--- config.mk ---
export PLATFORM = sky130hd
export DESIGN_NAME = meas_window_ctrl
export DESIGN_NICKNAME = d
export VERILOG_FILES = /design/src/rtl/meas_pkg.sv /design/src/rtl/minmax_tracker.sv /design/src/rtl/meas_window_ctrl.sv
export SDC_FILE = /design/constraint.sdc
export NUM_CORES = 1
export LEC_CHECK = 0
export CAP_MARGIN = 25
export CORE_MARGIN = 2
export CORE_UTILIZATION = 45
export CTS_CLUSTER_DIAMETER = 200
export DETAILED_ROUTE_END_ITERATION = 7
export PLACE_DENSITY_LB_ADDON = 0.2
export SLEW_MARGIN = 10
export SYNTH_ARGS = -nofsm -noshare
export SYNTH_HDL_FRONTEND = slang
export SYNTH_SLANG_ARGS = --single-unit
export TNS_END_PERCENT = 1
--- constraint.sdc ---
create_clock -name clk -period 3.3 [get_ports clk]
set_input_delay 0.495 -clock clk [delete_from_list [all_inputs] [get_ports clk]]
set_output_delay 0.495 -clock clk [all_outputs]
set_load 0.01 [all_outputs]
--- src/rtl/meas_pkg.sv ---
// rtl/meas_pkg.sv - shared state encoding, width defaults and sum sizing for the window meter
package meas_pkg;

  typedef enum logic [2:0] {
    IDLE    = 3'd0,
    SETTLE  = 3'd1,
    CAPTURE = 3'd2,
    ACCUM   = 3'd3,
    REPORT  = 3'd4
  } state_t;

  localparam int DATA_W_DEF = 12;

  // Wide enough to hold num_avg full-scale window results without wrap.
  function automatic int sum_width(input int data_w, input int num_avg);
    return data_w + $clog2(num_avg);
  endfunction

endpackage

--- src/rtl/minmax_tracker.sv ---
// rtl/minmax_tracker.sv - running minimum/maximum of qualified samples within one window
module minmax_tracker
  import meas_pkg::*;
#(
  parameter int DATA_W = DATA_W_DEF
) (
  input  logic              clk,
  input  logic              rst,
  input  logic              clear,
  input  logic              valid,
  input  logic [DATA_W-1:0] sample,
  output logic [DATA_W-1:0] min_val,
  output logic [DATA_W-1:0] max_val
);

  // Clear wins over valid so a new window never inherits the previous extremes.
  always_ff @(posedge clk or negedge rst) begin
    if (!rst) begin
      min_val <= '0;
      max_val <= '0;
    end else if (clear) begin
      min_val <= '1;
      max_val <= '0;
    end else if (valid) begin
      if (sample < min_val) min_val <= sample;
      if (sample > max_val) max_val <= sample;
    end
  end

endmodule

--- src/rtl/meas_window_ctrl.sv ---
// rtl/meas_window_ctrl.sv - settles, captures NUM_AVG windows of min/max and reports their averages
module meas_window_ctrl
  import meas_pkg::*;
#(
  parameter int DATA_W     = DATA_W_DEF,
  parameter int WIN_LEN    = 1000000,
  parameter int SETTLE_LEN = 5000000,
  parameter int NUM_AVG    = 4
) (
  input  logic              clk,
  input  logic              rst,
  input  logic              enable,
  input  logic              sample_valid,
  input  logic [DATA_W-1:0] sample,
  input  logic              res_ready,
  output logic              res_valid,
  output logic [DATA_W-1:0] res_max,
  output logic [DATA_W-1:0] res_min,
  output logic [DATA_W-1:0] res_vpp,
  output logic              busy,
  output logic              overrun
);

  localparam int AVG_SH = $clog2(NUM_AVG);
  localparam int SUM_W  = sum_width(DATA_W, NUM_AVG);
  localparam int WIN_W  = (WIN_LEN > 1) ? $clog2(WIN_LEN) : 1;
  localparam int SET_W  = (SETTLE_LEN > 1) ? $clog2(SETTLE_LEN) : 1;
  localparam int IDX_W  = (AVG_SH > 0) ? AVG_SH : 1;

  localparam logic [WIN_W-1:0] WIN_LAST = WIN_W'(WIN_LEN - 1);
  localparam logic [SET_W-1:0] SET_LAST = SET_W'((SETTLE_LEN > 1) ? SETTLE_LEN - 1 : 0);
  localparam logic [IDX_W-1:0] IDX_LAST = IDX_W'(NUM_AVG - 1);

  state_t            state, state_nxt;
  logic              cap_start;
  logic              accept;
  logic              xfer;
  logic [SET_W-1:0]  settle_cnt;
  logic [WIN_W-1:0]  win_cnt;
  logic [IDX_W-1:0]  win_idx;
  logic [SUM_W-1:0]  sum_max, sum_min;
  logic [DATA_W-1:0] trk_min, trk_max;
  logic [DATA_W-1:0] avg_max, avg_min;
  logic              overrun_q;

  always_ff @(posedge clk or negedge rst) begin
    if (!rst) state <= IDLE;
    else      state <= state_nxt;
  end

  always_comb begin
    state_nxt = state;
    case (state)
      IDLE:    if (enable) state_nxt = SETTLE;
      SETTLE: begin
        if (!enable)                    state_nxt = IDLE;
        else if (settle_cnt == SET_LAST) state_nxt = CAPTURE;
      end
      CAPTURE: begin
        if (!enable)                                  state_nxt = IDLE;
        else if (sample_valid && win_cnt == WIN_LAST) state_nxt = ACCUM;
      end
      ACCUM:   state_nxt = (win_idx == IDX_LAST) ? REPORT : CAPTURE;
      REPORT:  if (res_ready) state_nxt = enable ? CAPTURE : IDLE;
      default: state_nxt = IDLE;
    endcase
    cap_start = (state_nxt == CAPTURE) && (state != CAPTURE);
    accept    = (state == CAPTURE) && sample_valid;
    xfer      = (state == REPORT) && res_ready;
  end

  minmax_tracker #(.DATA_W(DATA_W)) u_tracker (
    .clk     (clk),
    .rst     (rst),
    .clear   (cap_start),
    .valid   (accept),
    .sample  (sample),
    .min_val (trk_min),
    .max_val (trk_max)
  );

  always_ff @(posedge clk or negedge rst) begin
    if (!rst) begin
      settle_cnt <= '0;
      win_cnt    <= '0;
      win_idx    <= '0;
      sum_max    <= '0;
      sum_min    <= '0;
      overrun_q  <= 1'b0;
    end else begin
      if (state == SETTLE) settle_cnt <= settle_cnt + 1'b1;
      else                 settle_cnt <= '0;

      if (cap_start)   win_cnt <= '0;
      else if (accept) win_cnt <= win_cnt + 1'b1;

      // Leaving IDLE or completing a handshake both start a fresh averaging run.
      if (state == IDLE || xfer) begin
        sum_max <= '0;
        sum_min <= '0;
        win_idx <= '0;
      end else if (state == ACCUM) begin
        sum_max <= sum_max + SUM_W'(trk_max);
        sum_min <= sum_min + SUM_W'(trk_min);
        win_idx <= win_idx + 1'b1;
      end

      if (state == IDLE && enable)             overrun_q <= 1'b0;
      else if (state == REPORT && sample_valid) overrun_q <= 1'b1;
    end
  end

  assign avg_max   = DATA_W'(sum_max >> AVG_SH);
  assign avg_min   = DATA_W'(sum_min >> AVG_SH);
  assign res_valid = (state == REPORT);
  assign res_max   = res_valid ? avg_max : '0;
  assign res_min   = res_valid ? avg_min : '0;
  assign res_vpp   = res_max - res_min;
  assign busy      = (state != IDLE);
  assign overrun   = overrun_q;

endmodule

==> impl_metrics.csv <==
group,metric,value,unit
run_status,status,"complete, but fails checks",
run_status,violations,"setup timing",
grt,grt_use_total,0.222,
routing,num_vias,5749,
worst_setup_path,cp-start-kind,"register",
job,maxCapViolCount,0,
worst_setup_path,endpoint_kind,"output pin",
power_and_ir_drop,p_leak,4.08,nW
synth,netlist.area_leader.share,0.373,
clocking,htree_levels,3,
timing,tightest_slew,0.986,ns
power_and_ir_drop,switching_share,0.261,
clocking,hold_buffers,0,
timing,period_share,1.11,
cells_and_area,nNetsFinal,930,
timing,period_needed,3.68,ns
synth,synth_cell_types,64,
clocking,cts_tree,"done",
placement,dp_hpwl,12800,um
synth,synth_edf_count,0,
die,die_area,16100,sq um
routing,finalWirelength,17100,um
grt,grt_pass1_wl,28600,um
clocking,cts-buffers-inserted,9,
die,initial_core_util,0.463,
synth,synth.net_count,830,
synth,avgSynthCellArea,9.05,sq um
power_and_ir_drop,p_sw,0.736,mW
timing,layout_setup_ws,-0.378,ns
worst_hold_path,hold_class,"primary input to asynchronous set/reset pin",
synth,synth_warnings,0,
die,num_rows,44,
timing,hold_viol,0,
synth,synth-async-reset-ratio,1.00,
grt,grt-ovfl-total,0,
worst_setup_path,arrival,3.18,ns
worst_setup_path,critical_path_required,2.80,ns
power_and_ir_drop,p_per_area,339,nW/um^2
die,fp.dieW,127,um
placement,routabilityCongestion,0.932,
cells_and_area,antenna_cells,0,
grt,grt_pass1_vias,5764,
synth,netlist_area,6780,sq um
die,fp.coreArea,14600,sq um
power_and_ir_drop,p_int,2.09,mW
cells_and_area,final_core_util,0.568,
routing,dr.pass1.iters,5,
power_and_ir_drop,ir_drop,0.380,mV
timing,worst_hold_slack,0.164,ns
timing,slew_headroom,0.337,
worst_setup_path,critPathKind,"register to output pin",
grt,antenna_found_initial,0,
timing,drv_slew,0,
synth,syn_inst,749,
grt,grt_max_degree,58,
timing,fin_setup_tns,-1.17,ns
synth,synth_seq_area_share,0.373,
clocking,clkTransAtPathRegs,0.08,ns
routing,via_per_inst,5.54,
synth,synth_area_leaders,"dfrtp_1 37%, ha_1 11%, xor2_1 5.4%",
routing,drc_errors,0,
routing,drtIter0Drc,328,
timing,max_freq,272,MHz
clocking,clk_latency,0.36,ns
routing,detail-route-antenna-nets,0,
synth,synth_top_cell_by_area,"dfrtp_1",
timing,rsz0062_at_grt,"yes",
power_and_ir_drop,seq_power_share,0.461,
cells_and_area,num-fill-cells,1293,
placement,placed_cell_area,7900,sq um
synth,yosysMostFrequentCell,"dfrtp_1",
cells_and_area,area_growth,22.7,%
cells_and_area,final_area,8320,sq um
clocking,cts_sinks,101,
power_and_ir_drop,share_comb_of_total_power,0.112,
synth,synth_flop_cell,"dfrtp_1",
synth,ys_top_cells_by_count,"101 x dfrtp_1, 78 x nor2_1, 69 x nand2_1, 61 x ha_1, 60 x inv_1",
synth,ys_ff_latch,101,
routing,wl_per_cell,16.4,um
die,io_pins,56,
power_and_ir_drop,clkPwrFrac,0.428,
timing,report.final.setup_viol,5,
timing,fin_skew,0.0104,ns
cells_and_area,drive_above_1_share,0.124,
clocking,root_buffer,"clkbuf_16",
die,chipHeight,127,um
clocking,clockBufferDepth,2,
worst_setup_path,critPathMaxFanout,5,
placement,portBuffers,55,
## per-stage QoR
stage | setup WS [ns] | power (mW) | std cells
floorplan | -0.0327 | 1.50 | 749
global placement | -0.314 | 1.62 | 1017
detailed placement | -0.397 | 1.64 | 1017
CTS | -0.383 | 2.86 | 1034
global route | -0.504 | 2.95 | 1038
finish | -0.378 | 2.82 | 1038
## timing repair
| item | 4_1_cts | 5_1_grt |
|---|---|---|
| gates resized for setup | 22 | 13 |
| buffers inserted | 1 | 4 |
| pin swaps | 3 | 10 |
| endpoints found under the setup margin | 8 | 8 |
## logic make-up (layout without fill, tap and decap cells)
logic type / Yosys count / in the layout / synth area share
AO/OA/AOI/OAI: 152 / 152 / 0.154
XOR/XNOR: 68 / 68 / 0.0878
adder cells (fa/ha/maj): 64 / 64 / 0.121
buffers and inverters: 85 / 190 / 0.0515
flip-flops: 101 / 101 / 0.373
multiplexers: 13 / 13 / 0.0192
AND/OR/NAND/NOR: 266 / 266 / 0.193
## power groups by stage
stage	sequential (mW)	combinational, mW	clock [mW]
final	1.30	0.315	1.21
after global routing	1.30	0.360	1.29
after CTS	1.30	0.317	1.24
after detailed placement	1.32	0.313	0
after global placement	1.32	0.300	0
after floorplan	1.31	0.193	0
## sequential cells by signal, summed over array words and instances, names as in the netlist
name / flops
overrun: 1
settle_cnt: 23
state: 3
sum_max: 14
sum_min: 14
u_tracker.max_val: 12
u_tracker.min_val: 12
win_cnt: 20
win_idx: 2
## layout make-up
| cell class | count | area [sq um] | share of cell area |
|---|---|---|---|
| clock buffers | 9 | 225 | 0.0271 |
| clock inverters | 7 | 115 | 0.0138 |
| inverters | 60 | 230 | 0.0277 |
| multi-input cells | 563 | 3980 | 0.478 |
| flip-flops and latches | 101 | 2530 | 0.304 |
| well taps | 184 | 230 | 0.0277 |
| repair buffers | 114 | 1010 | 0.122 |
## worst max-delay path, cell delays in order, from the launching register on
cell	delay, ns
dfrtp_1	0.41
nor2_4	0.13
nand2_2	0.08
inv_4	0.10
nand2_4	0.07
ha_4	0.24
nor2b_4	0.12
o31a_1	0.33
or4_4	0.49
a211o_1	0.35
o31ai_4	0.20
xnor2_1	0.15
buf_2	0.15
## worst paths after layout
| check | slack (ns) | start | to | cells after the start |
|---|---|---|---|---|
| worst max register to register | 0.76 | settle_cnt[10] | win_cnt[7] | 6 |
| worst min-delay path | 0.16 | rst | sum_max[12] | 1 |
| min in group clk | 0.48 | settle_cnt[0] | settle_cnt[0] | 1 |
| max in group asynchronous | 2.41 | rst | settle_cnt[5] | 2 |
| worst max-delay path | -0.38 | state[1] | res_vpp[11] | 12 |
| worst min register to register | 0.48 | settle_cnt[0] | settle_cnt[0] | 1 |
## placed cells by master, fill, tap and decap left out, types with 13 or more instances in the layout
master and count:
inv_1 58, mux2i_1 13, o211ai_1 16, ha_1 59
nand3_1 28, clkdlybuf4s50_1 45, nor2_1 77, buf_4 57
a21oi_1 29, dfrtp_1 101, and3_1 19, xor2_1 42
o21ai_0 34, nand2_1 66, xnor2_1 26, a211o_1 17
## layer usage
layer,global-route usage,vias up,wire length (um)
li1,-,2841,-
met1,0.286,2744,7730
met2,0.373,131,8160
met3,0.0405,33,689
met4,0.0821,0,492
met5,0,-,0
(Power assumes the default switching activity.)
